==> src/rtl/gx4000_pkg.sv <==
// Shared constants for the GX4000 joystick scheduler: pad bit positions,
// keyboard-matrix rows that carry the pads, FSM encoding and the pad-to-row mapping.
package gx4000_pkg;

    localparam int JOY_UP    = 0;
    localparam int JOY_DOWN  = 1;
    localparam int JOY_LEFT  = 2;
    localparam int JOY_RIGHT = 3;
    localparam int JOY_FIRE1 = 4;
    localparam int JOY_FIRE2 = 5;
    localparam int JOY_FIRE3 = 6;

    localparam logic [3:0] ROW_PAD_A = 4'd9;
    localparam logic [3:0] ROW_PAD_B = 4'd6;

    localparam logic [1:0] ST_IDLE    = 2'd0;
    localparam logic [1:0] ST_SAMPLE  = 2'd1;
    localparam logic [1:0] ST_COMPARE = 2'd2;
    localparam logic [1:0] ST_COMMIT  = 2'd3;

    // Matrix rows are active-low; fire1 and fire2 swap places relative to the pad vector.
    function automatic logic [7:0] pad_to_row(input logic [6:0] pad, input logic fire1_gate);
        logic [7:0] row;
        row    = 8'hFF;
        row[0] = ~pad[JOY_UP];
        row[1] = ~pad[JOY_DOWN];
        row[2] = ~pad[JOY_LEFT];
        row[3] = ~pad[JOY_RIGHT];
        row[4] = ~pad[JOY_FIRE2];
        row[5] = ~(pad[JOY_FIRE1] & fire1_gate);
        row[6] = ~pad[JOY_FIRE3];
        return row;
    endfunction

endpackage

==> src/rtl/gx4000_pad_debounce.sv <==
// Whole-vector debouncer for one 7-bit pad: latches a candidate, counts consecutive
// identical samples and commits the candidate once the count reaches DEBOUNCE_TICKS.
module gx4000_pad_debounce #(
    parameter int unsigned DEBOUNCE_TICKS = 4
) (
    input  logic       clk_sys,
    input  logic       reset_n,
    input  logic       clear,
    input  logic       sample_en,
    input  logic       compare_en,
    input  logic       commit_en,
    input  logic [6:0] din,
    output logic [6:0] pad
);
    import gx4000_pkg::*;

    localparam logic [3:0] CNT_MAX = 4'(DEBOUNCE_TICKS);

    logic [6:0] cand_q, cand_d;
    logic [6:0] prev_q, prev_d;
    logic [6:0] pad_q, pad_d;
    logic [3:0] cnt_q, cnt_d;

    // NOTE: every always_comb output is given its hold value first so no latch is inferred.
    always_comb begin
        cand_d = cand_q;
        prev_d = prev_q;
        pad_d  = pad_q;
        cnt_d  = cnt_q;
        if (clear) begin
            cand_d = '0;
            prev_d = '0;
            pad_d  = '0;
            cnt_d  = '0;
        end else begin
            if (sample_en) begin
                cand_d = din;
            end
            if (compare_en) begin
                prev_d = cand_q;
                if (cand_q == prev_q) begin
                    cnt_d = (cnt_q == CNT_MAX) ? cnt_q : cnt_q + 4'd1;
                end else begin
                    cnt_d = 4'd1;
                end
            end
            if (commit_en && (cnt_q == CNT_MAX)) begin
                pad_d = cand_q;
            end
        end
    end

    // NOTE: state updates use non-blocking assignments so all flops see pre-edge values.
    always_ff @(posedge clk_sys or negedge reset_n) begin
        if (!reset_n) begin
            cand_q <= '0;
            prev_q <= '0;
            pad_q  <= '0;
            cnt_q  <= '0;
        end else begin
            cand_q <= cand_d;
            prev_q <= prev_d;
            pad_q  <= pad_d;
            cnt_q  <= cnt_d;
        end
    end

    assign pad = pad_q;

endmodule

==> src/rtl/gx4000_joy_scheduler.sv <==
// GX4000/Plus joystick sampling scheduler feeding keyboard matrix rows 9 (pad A) and 6 (pad B).
// Optional autofire on fire1 is built when GX4000_AUTOFIRE_EN is defined.
module gx4000_joy_scheduler #(
    parameter int unsigned SAMPLE_DIV     = 64000,
    parameter int unsigned DEBOUNCE_TICKS = 4,
    parameter int unsigned AUTOFIRE_DIV   = 8
) (
    input  logic       clk_sys,
    input  logic       reset_n,
    input  logic       plus_mode,
    input  logic [6:0] joy1,
    input  logic [6:0] joy2,
    input  logic       joy_swap,
    input  logic [3:0] kbd_row,
    input  logic       autofire_en,
    output logic [7:0] row_data,
    output logic       row_hit,
    output logic [6:0] pad_a,
    output logic [6:0] pad_b,
    output logic       tick
);
    import gx4000_pkg::*;

    localparam int unsigned DIV_W = $clog2(SAMPLE_DIV);

    logic [DIV_W-1:0] div_q, div_d;
    logic             tick_q, tick_d;
    logic [1:0]       state_q, state_d;
    logic [7:0]       row_data_q, row_data_d;
    logic             row_hit_q, row_hit_d;
    logic             fire1_gate;
    logic             clear, sample_en, compare_en, commit_en;
    logic [6:0]       din_a, din_b;

    always_comb begin
        div_d   = '0;
        tick_d  = 1'b0;
        state_d = ST_IDLE;
        if (plus_mode) begin
            if (div_q == DIV_W'(SAMPLE_DIV - 1)) begin
                tick_d = 1'b1;
            end else begin
                div_d = div_q + DIV_W'(1);
            end
            case (state_q)
                ST_IDLE:    state_d = tick_q ? ST_SAMPLE : ST_IDLE;
                ST_SAMPLE:  state_d = ST_COMPARE;
                ST_COMPARE: state_d = ST_COMMIT;
                default:    state_d = ST_IDLE;
            endcase
        end
    end

    assign clear      = ~plus_mode;
    assign sample_en  = plus_mode && (state_q == ST_SAMPLE);
    assign compare_en = plus_mode && (state_q == ST_COMPARE);
    assign commit_en  = plus_mode && (state_q == ST_COMMIT);
    assign din_a      = joy_swap ? joy2 : joy1;
    assign din_b      = joy_swap ? joy1 : joy2;

    gx4000_pad_debounce #(.DEBOUNCE_TICKS(DEBOUNCE_TICKS)) u_deb_a (
        .clk_sys(clk_sys), .reset_n(reset_n), .clear(clear), .sample_en(sample_en),
        .compare_en(compare_en), .commit_en(commit_en), .din(din_a), .pad(pad_a)
    );

    gx4000_pad_debounce #(.DEBOUNCE_TICKS(DEBOUNCE_TICKS)) u_deb_b (
        .clk_sys(clk_sys), .reset_n(reset_n), .clear(clear), .sample_en(sample_en),
        .compare_en(compare_en), .commit_en(commit_en), .din(din_b), .pad(pad_b)
    );

`ifdef GX4000_AUTOFIRE_EN
    localparam int unsigned AF_W = (AUTOFIRE_DIV > 1) ? $clog2(AUTOFIRE_DIV) : 1;

    logic [AF_W-1:0] af_cnt_q, af_cnt_d;
    logic            af_tog_q, af_tog_d;

    // The toggle idles high so fire1 passes untouched whenever autofire is off.
    always_comb begin
        af_cnt_d = af_cnt_q;
        af_tog_d = af_tog_q;
        if (!plus_mode || !autofire_en) begin
            af_cnt_d = '0;
            af_tog_d = 1'b1;
        end else if (tick_q) begin
            if (af_cnt_q == AF_W'(AUTOFIRE_DIV - 1)) begin
                af_cnt_d = '0;
                af_tog_d = ~af_tog_q;
            end else begin
                af_cnt_d = af_cnt_q + AF_W'(1);
            end
        end
    end

    always_ff @(posedge clk_sys or negedge reset_n) begin
        if (!reset_n) begin
            af_cnt_q <= '0;
            af_tog_q <= 1'b1;
        end else begin
            af_cnt_q <= af_cnt_d;
            af_tog_q <= af_tog_d;
        end
    end

    assign fire1_gate = autofire_en ? af_tog_q : 1'b1;
`else
    logic unused_autofire;
    assign unused_autofire = autofire_en ^ (AUTOFIRE_DIV == 0);
    assign fire1_gate      = 1'b1;
`endif

    always_comb begin
        row_data_d = 8'hFF;
        row_hit_d  = 1'b0;
        if (plus_mode) begin
            if (kbd_row == ROW_PAD_A) begin
                row_data_d = pad_to_row(pad_a, fire1_gate);
                row_hit_d  = 1'b1;
            end else if (kbd_row == ROW_PAD_B) begin
                row_data_d = pad_to_row(pad_b, fire1_gate);
                row_hit_d  = 1'b1;
            end
        end
    end

    always_ff @(posedge clk_sys or negedge reset_n) begin
        if (!reset_n) begin
            div_q      <= '0;
            tick_q     <= 1'b0;
            state_q    <= ST_IDLE;
            row_data_q <= 8'hFF;
            row_hit_q  <= 1'b0;
        end else begin
            div_q      <= div_d;
            tick_q     <= tick_d;
            state_q    <= state_d;
            row_data_q <= row_data_d;
            row_hit_q  <= row_hit_d;
        end
    end

    // Dropping plus_mode must release the matrix in the same cycle, ahead of the registers.
    assign row_data = plus_mode ? row_data_q : 8'hFF;
    assign row_hit  = plus_mode & row_hit_q;
    assign tick     = tick_q;

endmodule

==> config.mk <==
export PLATFORM = sky130hd
export DESIGN_NAME = gx4000_joy_scheduler
export DESIGN_NICKNAME = d
export VERILOG_FILES = /design/src/rtl/gx4000_pkg.sv /design/src/rtl/gx4000_pad_debounce.sv /design/src/rtl/gx4000_joy_scheduler.sv
export SDC_FILE = /design/constraint.sdc
export NUM_CORES = 1
export LEC_CHECK = 0
export ABC_AREA = 1
export ABC_CLOCK_PERIOD_IN_PS = 1350
export CAP_MARGIN = 20
export CORE_MARGIN = 2
export CORE_UTILIZATION = 25
export DETAILED_ROUTE_END_ITERATION = 6
export PLACE_DENSITY_LB_ADDON = 0.3
export SLEW_MARGIN = 20
export SYNTH_ARGS = -nofsm -noshare
export SYNTH_HDL_FRONTEND = slang
export SYNTH_SLANG_ARGS = --single-unit
==> constraint.sdc <==
create_clock -name clk_sys -period 1.35 [get_ports clk_sys]
set_clock_uncertainty 0.15 [all_clocks]
set_input_delay 0.27 -clock clk_sys [delete_from_list [all_inputs] [get_ports clk_sys]]
set_output_delay 0.27 -clock clk_sys [all_outputs]
set_load 0.02 [all_outputs]
==> results of run 1 <==
## registers in the layout, indices dropped and copies added, names as in the netlist
signal          cells
u_deb_a.cnt_q       4
u_deb_b.prev_q      7
state_q             2
row_hit_q           1
u_deb_a.cand_q      7
row_data_q          7
div_q              16
tick                1
u_deb_b.pad         7
u_deb_b.cand_q      7
u_deb_b.cnt_q       4
u_deb_a.prev_q      7
u_deb_a.pad         7
## per-stage QoR
| stage | cell area (um2) | hold WS (ns) | instances |
|---|---|---|---|
| 3_5_place_dp | 5320 | 0.0935 | 814 |
| 3_3_place_gp | 5320 | 0.0889 | 814 |
| 5_1_grt | 6410 | 0.293 | 856 |
| 6_report | 6410 | 0.259 | 856 |
| 2_1_floorplan | 4030 | -0.176 | 486 |
| 4_1_cts | 6080 | 0.270 | 851 |
## how the worst min path moves through the flow
stage          depth (start not counted)               end    start  slack [ns]
2_1_floorplan                          0          div_q[0]  reset_n       -0.18
3_3_place_gp                           1  u_deb_a.cnt_q[0]  reset_n        0.09
3_5_place_dp                           1  u_deb_a.cnt_q[0]  reset_n        0.09
4_1_cts                                2  u_deb_a.cnt_q[3]  reset_n        0.27
5_1_grt                                2  u_deb_a.cnt_q[0]  reset_n        0.29
6_report                               2  u_deb_a.cnt_q[3]  reset_n        0.26
## what timing repair did
item,CTS,global route
setup endpoints to repair,88,83
pin swaps,35,50
gates cloned,5,1
hold endpoints to repair,18,0
hold buffers,1,0
resized for setup,205,83
setup buffers,15,7
## synth_stat cells
cell type / count / area, um2
a211oi_1: 1 / 7.51
a21oi_1: 6 / 30.0
a31oi_1: 2 / 12.5
buf_1: 1 / 3.75
buf_2: 8 / 40.0
buf_4: 1 / 7.51
clkbuf_1: 9 / 33.8
conb_1: 1 / 3.75
dfrtp_1: 70 / 1750
dfstp_2: 7 / 184
ha_1: 9 / 113
inv_1: 64 / 240
inv_2: 3 / 11.3
mux2i_1: 14 / 140
nand2_1: 123 / 462
nand2_2: 1 / 6.26
nand3_1: 31 / 155
nand3_2: 3 / 30.0
nand3b_1: 1 / 7.51
nand4_1: 4 / 25.0
nand4_2: 1 / 12.5
nor2_1: 37 / 139
nor2_2: 4 / 25.0
nor3_1: 8 / 40.0
nor3_2: 2 / 20.0
nor3_4: 1 / 16.3
nor4_1: 1 / 6.26
o21ai_0: 30 / 150
o21ai_1: 1 / 5.00
o22ai_1: 21 / 131
or2_1: 1 / 6.26
or2_2: 7 / 43.8
xnor2_1: 5 / 43.8
xor2_1: 8 / 70.1
## worst max-delay path, stage by stage, from the launching register on
cell and delay [ns]:
dfrtp_1 0.37, ha_2 0.21, nand3_2 0.11, inv_4 0.10, nand3_4 0.08, nor2_4 0.10, buf_4 0.12, nand2_1 0.04
nand2_1 0.06, nand3_1 0.07, nor2_1 0.10
## report_power, final
part / switching [uW] / total [uW] / internal (uW)
combinational: 346 / 636 / 291
clock: 969 / 2680 / 1710
sequential: 26.0 / 2380 / 2350
## final cells by class
| type | count | area (um2) |
|---|---|---|
| well taps | 216 | 270 |
| flip-flops and latches | 77 | 1940 |
| inverters | 67 | 254 |
| multi-input cells | 324 | 2200 |
| clock buffers | 12 | 256 |
| repair buffers | 156 | 1420 |
| fillers | 1555 | 9300 |
| clock inverters | 4 | 70.1 |
## logic make-up (layout without fill, tap and decap cells)
logic type,count (synthesis),after routing
simple gates,225,226
buf+inv,86,239
flops,77,77
compound gates,61,61
mux,14,14
xor+xnor,13,13
fa+ha+maj,9,9
other cells,1,1
## layer usage
layer / track usage, % / vias up
met5: 0 / -
met4: 4.87 / 0
met3: 4.31 / 14
met2: 24.5 / 59
met1: 18.2 / 1852
li1: - / 1865
==> flow_summary_export.csv, run 1 <==
group,metric,value,unit
run_status,status,"finished with violations",
run_status,violations,"setup timing",
placement,hpwl,8120,um
global_routing,antenna_found_initial,0,
sta,post-route-period-util,116,%
sta,fin_ws,-0.221,ns
synth,synth.area.mux_share,3.53,%
synth,synth_warnings,0,
worst_setup_path,critPathCaptureType,"flip-flop",
pwr,p_total,5700,uW
cells_and_area,layout-drive-gt1-share,43.4,%
drt,via_per_inst,4.43,
synth,syn_inst,486,
floorplan,ioPinCount,47,
drt,wire_per_inst,13.8,um
synth,syn-num-nets,518,
global_routing,grt_max_degree,30,
clock_network,clockBufferDepth,2,
worst_setup_path,crit_path_max_fanout,4,
drt,top_layer_used,"met4",
cells_and_area,layout.nets,667,
worst_setup_path,ff2ff_setup_slack,-0.22,ns
drt,drc,0,
worst_setup_path,start_kind,"flip-flop",
job,maxCapViolCount,0,
placement,pre_cts_slack,-0.882,ns
cells_and_area,syn2layout_area_growth,61.3,%
clock_network,cts.htree.levels,3,
synth,ys_seq_elements,77,
cells_and_area,post-route-util,40.8,%
global_routing,grt_use_total,14.7,%
synth,ys_seq_area_share,48.7,%
drt,route.met2.wl,5880,um
synth,syn_area,3970,um2
worst_setup_path,crit_start,"div_q[0]",
floorplan,die_h,130,um
worst_setup_path,required,1.48,ns
synth,synth_xor_area_share,2.87,%
cells_and_area,antenna_cells,0,
pwr,leakagePower,0.00296,uW
sta,setup-violations-final,71,
worst_setup_path,crit_end,"div_q[12]",
synth,avgSynthCellArea,8.18,um2
worst_setup_path,r2r_start,"div_q[0]",
drt,drtIter0Drc,255,
drt,antenna_left,0,
drt,num_vias,3790,
synth,synth-simple-area-share,25.0,%
clock_network,cts_tree,"done",
floorplan,die_x,130,um
global_routing,grt_pass1_vias,3854,
floorplan,initial_utilization,25.3,%
drt,routed_wl,11800,um
worst_setup_path,critPathKind,"flip-flop to flip-flop",
floorplan,rows,46,
drt,drt-met1-wl,5260,um
synth,synthAdderAreaFrac,2.83,%
clock_network,cts_buffers,9,
clock_network,worst_skew_pair.late_latency,0.34,ns
worst_setup_path,cp_data_arrival_time,1.70,ns
drt,wl_met3,409,um
hold_path,hold_class,"primary input to asynchronous set/reset pin",
synth,synth_cell_types,34,
sta,tns,-6.00,ns
sta,final_max_slew_viol_count,0,
synth,synth_top_family_by_area,"simple AND/OR/NAND/NOR gates",
floorplan,die_area,16900,um2
global_routing,grt.overflow.total,0,
floorplan,core_area,15700,um2
worst_setup_path,reg2reg_depth,10,
clock_network,clk_pin_slew_worst_paths,0.06,ns
sta,layout_min_cycle_time,1.57,ns
cells_and_area,final_common_cell,"nand2_1",
placement,gp_congestion,0.843,
pwr,cellPowerDensity,889,nW/um2
worst_setup_path,regToRegEndpoint,"div_q[12]",
sta,rsz0062_at_grt,"yes",
global_routing,grt_first_pass_wirelength,18900,um
drt,drt_first_pass_iters,4,
placement,portBuffers,44,
pwr,peakVddDrop,0.597,mV
sta,clock.fmax,0.636,GHz
clock_network,cts_sinks,77,
synth,synth_compound_area_share,8.47,%
cells_and_area,final_cell_mix,"98 x nand2_1, 95 x buf_4, 68 x dfrtp_1",
sta,final-hold-violation-count,0,
clock_network,clock-root-buffer,"clkbuf_16",
Power figures use the tool's default switching activity.
==> run 2: changes to the inputs <==
--- a/config.mk
+++ b/config.mk
@@ -6,7 +6,7 @@
 export NUM_CORES = 1
 export LEC_CHECK = 0
 export ABC_AREA = 1
-export ABC_CLOCK_PERIOD_IN_PS = 1350
+export ABC_CLOCK_PERIOD_IN_PS = 1600
 export CAP_MARGIN = 20
 export CORE_MARGIN = 2
 export CORE_UTILIZATION = 25
==> constraint.sdc (replaced) <==
create_clock -name clk_sys -period 1.6 [get_ports clk_sys]
set_clock_uncertainty 0.15 [all_clocks]
set_input_delay 0.32 -clock clk_sys [delete_from_list [all_inputs] [get_ports clk_sys]]
set_output_delay 0.32 -clock clk_sys [all_outputs]
set_load 0.02 [all_outputs]
==> flow_summary_export.csv, run 2 (synthesis results as in run 1) <==
group,metric,value,unit
worst_setup_path,crit_start,"div_q[0]",
drt,wire_per_inst,12.7,um
worst_setup_path,r2r_start,"div_q[0]",
floorplan,core_area,15700,um2
global_routing,grt_use_total,12.4,%
worst_setup_path,ff2ff_setup_slack,0.05,ns
cells_and_area,largest_reg_flops,16,
floorplan,die_h,130,um
worst_setup_path,start_kind,"flip-flop",
floorplan,die_x,130,um
worst_setup_path,reg2reg_depth,8,
clock_network,cts.htree.levels,3,
sta,tightest_slew,0.504,ns
drt,routed_wl,9840,um
run_status,status,"finished clean",
sta,layout_min_cycle_time,1.55,ns
pwr,peakVddDrop,0.464,mV
sta,slew_headroom,66.4,%
floorplan,ioPinCount,47,
sta,setup-violations-final,0,
global_routing,antenna_found_initial,0,
floorplan,rows,46,
cells_and_area,syn2layout_area_growth,34.2,%
global_routing,grt_first_pass_wirelength,16100,um
worst_setup_path,crit_path_max_fanout,6,
cells_and_area,layout-drive-gt1-share,18.1,%
worst_setup_path,critPathKind,"flip-flop to flip-flop",
sta,final-hold-violation-count,0,
cells_and_area,final_cell_mix,"113 x nand2_1, 68 x dfrtp_1, 61 x inv_1",
global_routing,grt_max_degree,78,
drt,drt_first_pass_iters,4,
clock_network,clockBufferDepth,2,
drt,top_layer_used,"met4",
drt,drt-met1-wl,4490,um
clock_network,clock-root-buffer,"clkbuf_16",
cells_and_area,top_register,"div_q",
clock_network,cts_tree,"done",
placement,portBuffers,44,
worst_setup_path,regToRegEndpoint,"div_q[14]",
clock_network,cts_buffers,9,
cells_and_area,final_common_cell,"nand2_1",
drt,route.met2.wl,4730,um
drt,wl_met3,370,um
job,maxCapViolCount,0,
drt,via_per_inst,4.34,
pwr,leakagePower,0.00244,uW
pwr,cellPowerDensity,860,nW/um2
sta,post-route-period-util,96.7,%
floorplan,initial_utilization,25.3,%
worst_setup_path,cp_data_arrival_time,1.62,ns
placement,hpwl,7000,um
drt,antenna_left,0,
drt,drc,0,
sta,final_max_slew_viol_count,0,
sta,clock.fmax,0.646,GHz
cells_and_area,antenna_cells,0,
worst_setup_path,crit_end,"div_q[14]",
placement,gp_congestion,0.836,
clock_network,worst_skew_pair.late_latency,0.34,ns
floorplan,die_area,16900,um2
cells_and_area,layout.nets,585,
hold_path,hold_class,"primary input to flip-flop",
worst_setup_path,required,1.67,ns
pwr,p_total,4590,uW
drt,num_vias,3359,
clock_network,clk_pin_slew_worst_paths,0.06,ns
global_routing,grt_pass1_vias,3190,
global_routing,grt.overflow.total,0,
sta,tns,0,ns
clock_network,cts_sinks,77,
drt,drtIter0Drc,234,
sta,rsz0062_at_grt,"yes",
worst_setup_path,critPathCaptureType,"flip-flop",
run 2: changes by cell type in the layout (fill, tap and decap cells not counted), moves of 15 or more:
cell     delta
buf_4      -70
o21ai_0    +28
nand3_2    -16
nand2_1    +15
nand3_1    +15
o21ai_2    -15
run 2: worst min path at each step:
stage	endpoint	startpoint	slack, ns	depth (start not counted)
2_1_floorplan	div_q[0]	reset_n	-0.13	0
3_3_place_gp	div_q[5]	reset_n	0.23	2
3_5_place_dp	div_q[5]	reset_n	0.22	2
4_1_cts	div_q[12]	plus_mode	0.30	4
5_1_grt	div_q[4]	plus_mode	0.35	4
6_report	div_q[1]	plus_mode	0.31	4
run 2: timing repair:
item                                    CTS  global route
endpoints found under the setup margin   51            63
buffers inserted                          2             3
pin swaps                                 3            15
endpoints found under the hold margin    70             0
gates cloned                              0             0
gates resized for setup                  62            45
hold buffers                              1             0
run 2: per-layer routing:
layer / track usage [%] / up-vias
li1: - / 1690
met1: 16.3 / 1588
met2: 20.0 / 64
met3: 2.58 / 17
met4: 5.38 / 0
met5: 0 / -
run 2: cell type report:
| class | count | area (um2) |
|---|---|---|
| Fill cell | 1640 | 10400 |
| Timing Repair Buffer | 75 | 712 |
| Multi-Input combinational cell | 323 | 1850 |
| Clock inverter | 4 | 73.8 |
| Clock buffer | 12 | 236 |
| Tap cell | 216 | 270 |
| Sequential cell | 77 | 1940 |
| Inverter | 67 | 254 |
run 2: critical path: stages (launching register included):
cell and delay, ns:
dfrtp_1 0.39, ha_4 0.17, nand3_4 0.09, inv_4 0.10, nand3_4 0.09, nor2_4 0.14, nand4_4 0.12, nand2_4 0.12
nor2_1 0.06
run 2: metrics by stage:
| stage | cells | utilization, % | setup WS (ns) | hold WS [ns] | instance area (um2) |
|---|---|---|---|---|---|
| final | 774 | 33.9 | 0.0527 | 0.312 | 5330 |
| after global routing | 774 | 33.9 | -0.0705 | 0.349 | 5330 |
| after CTS | 771 | 33.0 | -0.0395 | 0.300 | 5180 |
| after detailed placement | 752 | 30.7 | -0.215 | 0.224 | 4830 |
| after global placement | 752 | 30.7 | -0.216 | 0.226 | 4830 |
| after floorplan | 486 | - | 0.0939 | -0.126 | 3970 |
run 2: report_power, final:
group          total (uW)  switching (uW)  internal (uW)
logic                 406             224            183
clock network        2160             795           1370
registers            2020            34.2           1980
total                4590            1050           3530
==> run 3: changes to the inputs <==
--- a/config.mk
+++ b/config.mk
@@ -8,7 +8,6 @@
 export ABC_AREA = 1
 export ABC_CLOCK_PERIOD_IN_PS = 1600
 export CAP_MARGIN = 20
-export CORE_MARGIN = 2
 export CORE_UTILIZATION = 25
 export DETAILED_ROUTE_END_ITERATION = 6
 export PLACE_DENSITY_LB_ADDON = 0.3
==> flow_summary_export.csv, run 3 (synthesis results as in run 1) <==
group,metric,value,unit
run_status,status,"finished clean",
clock_network,cts_buffers,9,
drt,wl_met3,324,um
clock_network,cts_sinks,77,
sta,rsz0062_at_grt,"yes",
drt,routed_wl,10100,um
hold_path,hold_class,"primary input to flip-flop",
pwr,peakVddDrop,0.533,mV
cells_and_area,fin_cells,780,
worst_setup_path,cp_top_family,"simple AND/OR/NAND/NOR gates",
worst_setup_path,cpMostUsedCell,"nand2_1",
cells_and_area,final_cell_mix,"116 x nand2_1, 70 x dfrtp_1, 60 x inv_1",
worst_setup_path,crit_start,"div_q[0]",
worst_setup_path,required,1.73,ns
sta,tns,0,ns
sta,setup-violations-final,0,
sta,whs,0.198,ns
worst_setup_path,ff2ff_setup_slack,0.04,ns
worst_setup_path,crit_cells,10,
drt,num_vias,3447,
worst_setup_path,critPathCaptureType,"flip-flop",
global_routing,grt_first_pass_wirelength,16400,um
clock_network,cts.htree.levels,3,
floorplan,core_area,15400,um2
worst_setup_path,crit_end,"div_q[12]",
clock_network,clk_pin_slew_worst_paths,0.06,ns
drt,drtIter0Drc,200,
floorplan,ioPinCount,47,
clock_network,cts_tree,"done",
cells_and_area,largest_reg_flops,16,
global_routing,grt_use_total,13.3,%
worst_setup_path,critPathKind,"flip-flop to flip-flop",
global_routing,antenna_found_initial,1,
drt,top_layer_used,"met4",
placement,portBuffers,44,
worst_setup_path,crit_buf_inv,2,
cells_and_area,final_common_cell,"nand2_1",
drt,antenna_left,0,
floorplan,die_x,128,um
worst_setup_path,worstPathCellList,"ha_2 -> nand3_2 -> inv_2 -> nand3_4 -> nor2_4 -> buf_4 -> nand2_1 -> nand2_1 -> nand3_1 -> nor2_1",
sta,final_max_slew_viol_count,0,
cells_and_area,layout.nets,595,
floorplan,initial_utilization,25.9,%
sta,layout_min_cycle_time,1.56,ns
floorplan,die_h,128,um
placement,gp_congestion,0.816,
floorplan,rows,45,
global_routing,grt.overflow.total,0,
cells_and_area,top_register,"div_q",
worst_setup_path,cp_data_arrival_time,1.69,ns
global_routing,grt_pass1_vias,3262,
drt,via_per_inst,4.42,
global_routing,grt_max_degree,43,
placement,placed_area,4900,um2
drt,wire_per_inst,13.0,um
pwr,cellPowerDensity,846,nW/um2
clock_network,clockBufferDepth,2,
cells_and_area,layout-drive-gt1-share,20.4,%
drt,drt-met1-wl,4690,um
placement,hpwl,7320,um
pwr,leakagePower,0.00249,uW
drt,drt_first_pass_iters,4,
worst_setup_path,regToRegEndpoint,"div_q[12]",
cells_and_area,post-route-cell-area,5450,um2
clock_network,clock-root-buffer,"clkbuf_16",
worst_setup_path,max_stage_delay,0.35,ns
worst_setup_path,reg2reg_depth,10,
clock_network,worst_skew_pair.late_latency,0.35,ns
placement,placed_cells,754,
job,maxCapViolCount,0,
worst_setup_path,r2r_start,"div_q[0]",
sta,clock.fmax,0.639,GHz
drt,drc,0,
worst_setup_path,slowest_stage,"dfrtp_1",
worst_setup_path,start_kind,"flip-flop",
drt,route.met2.wl,4810,um
sta,final-hold-violation-count,0,
floorplan,die_area,16400,um2
cells_and_area,syn2layout_area_growth,37.2,%
worst_setup_path,crit_path_max_fanout,4,
sta,post-route-period-util,97.8,%
pwr,p_total,4610,uW
==> run 3: cell count changes in the layout (fill, tap and decap cells not counted), moves of 3 or more <==
cell     change
buf_4        +6
nor2_2       +5
nor3_2       +3
buf_12       +4
nand3_2      +3
nor2_1       -3
nand2_1      +3
==> run 3: timing repair <==
action / 4_1_cts / 5_1_grt
gates cloned: 0 / 2
endpoints found under the hold margin: 23 / 0
setup endpoints to repair: 48 / 30
buffers inserted: 0 / 6
hold buffers: 1 / 0
pin swaps: 0 / 14
gates resized for setup: 70 / 35
==> run 3: worst reg2reg max path, stage by stage (launching register included) <==
cell and delay [ns]:
dfrtp_1 0.35, ha_2 0.19, nand3_2 0.09, inv_2 0.11, nand3_4 0.09, nor2_4 0.15, buf_4 0.13, nand2_1 0.04
nand2_1 0.06, nand3_1 0.07, nor2_1 0.09
==> run 3: cell type report <==
class	instances	area, um2
fill	1595	9920
sequential	77	1940
multi-input combinational	323	1820
timing repair buffer	85	866
tap	211	264
inverter	67	251
clock buffer	12	236
clock inverter	4	73.8
antenna	1	2.50
==> run 3: where the power goes <==
| part | total [uW] | internal, uW | switching [uW] |
|---|---|---|---|
| Combinational | 441 | 205 | 235 |
| Sequential | 2020 | 1980 | 31.3 |
| Clock | 2150 | 1370 | 787 |
| Total | 4610 | 3560 | 1050 |
==> run 3: worst min-delay path by stage <==
stage / start / endpoint / slack (ns) / cells past startpoint
final: plus_mode / row_data_q[3] / 0.20 / 3
after global routing: plus_mode / row_data_q[3] / 0.20 / 3
after CTS: plus_mode / row_data_q[3] / 0.17 / 3
after detailed placement: reset_n / div_q[11] / 0.14 / 1
after global placement: reset_n / div_q[2] / 0.14 / 1
after floorplan: reset_n / div_q[0] / -0.13 / 0
==> run 3: metrics by stage <==
step	utilization [%]	setup WS (ns)
2_1_floorplan	-	0.0939
3_3_place_gp	31.9	-0.217
3_5_place_dp	31.9	-0.218
4_1_cts	34.1	-0.0154
5_1_grt	35.5	-0.0611
6_report	35.5	0.0351
==> run 3: per-layer routing <==
layer  GRT usage [%]  vias to the layer above
met2            21.0                       62
met1            16.8                     1650
met3            3.21                       17
li1                -                     1718
met4            6.71                        0
met5               0                        -
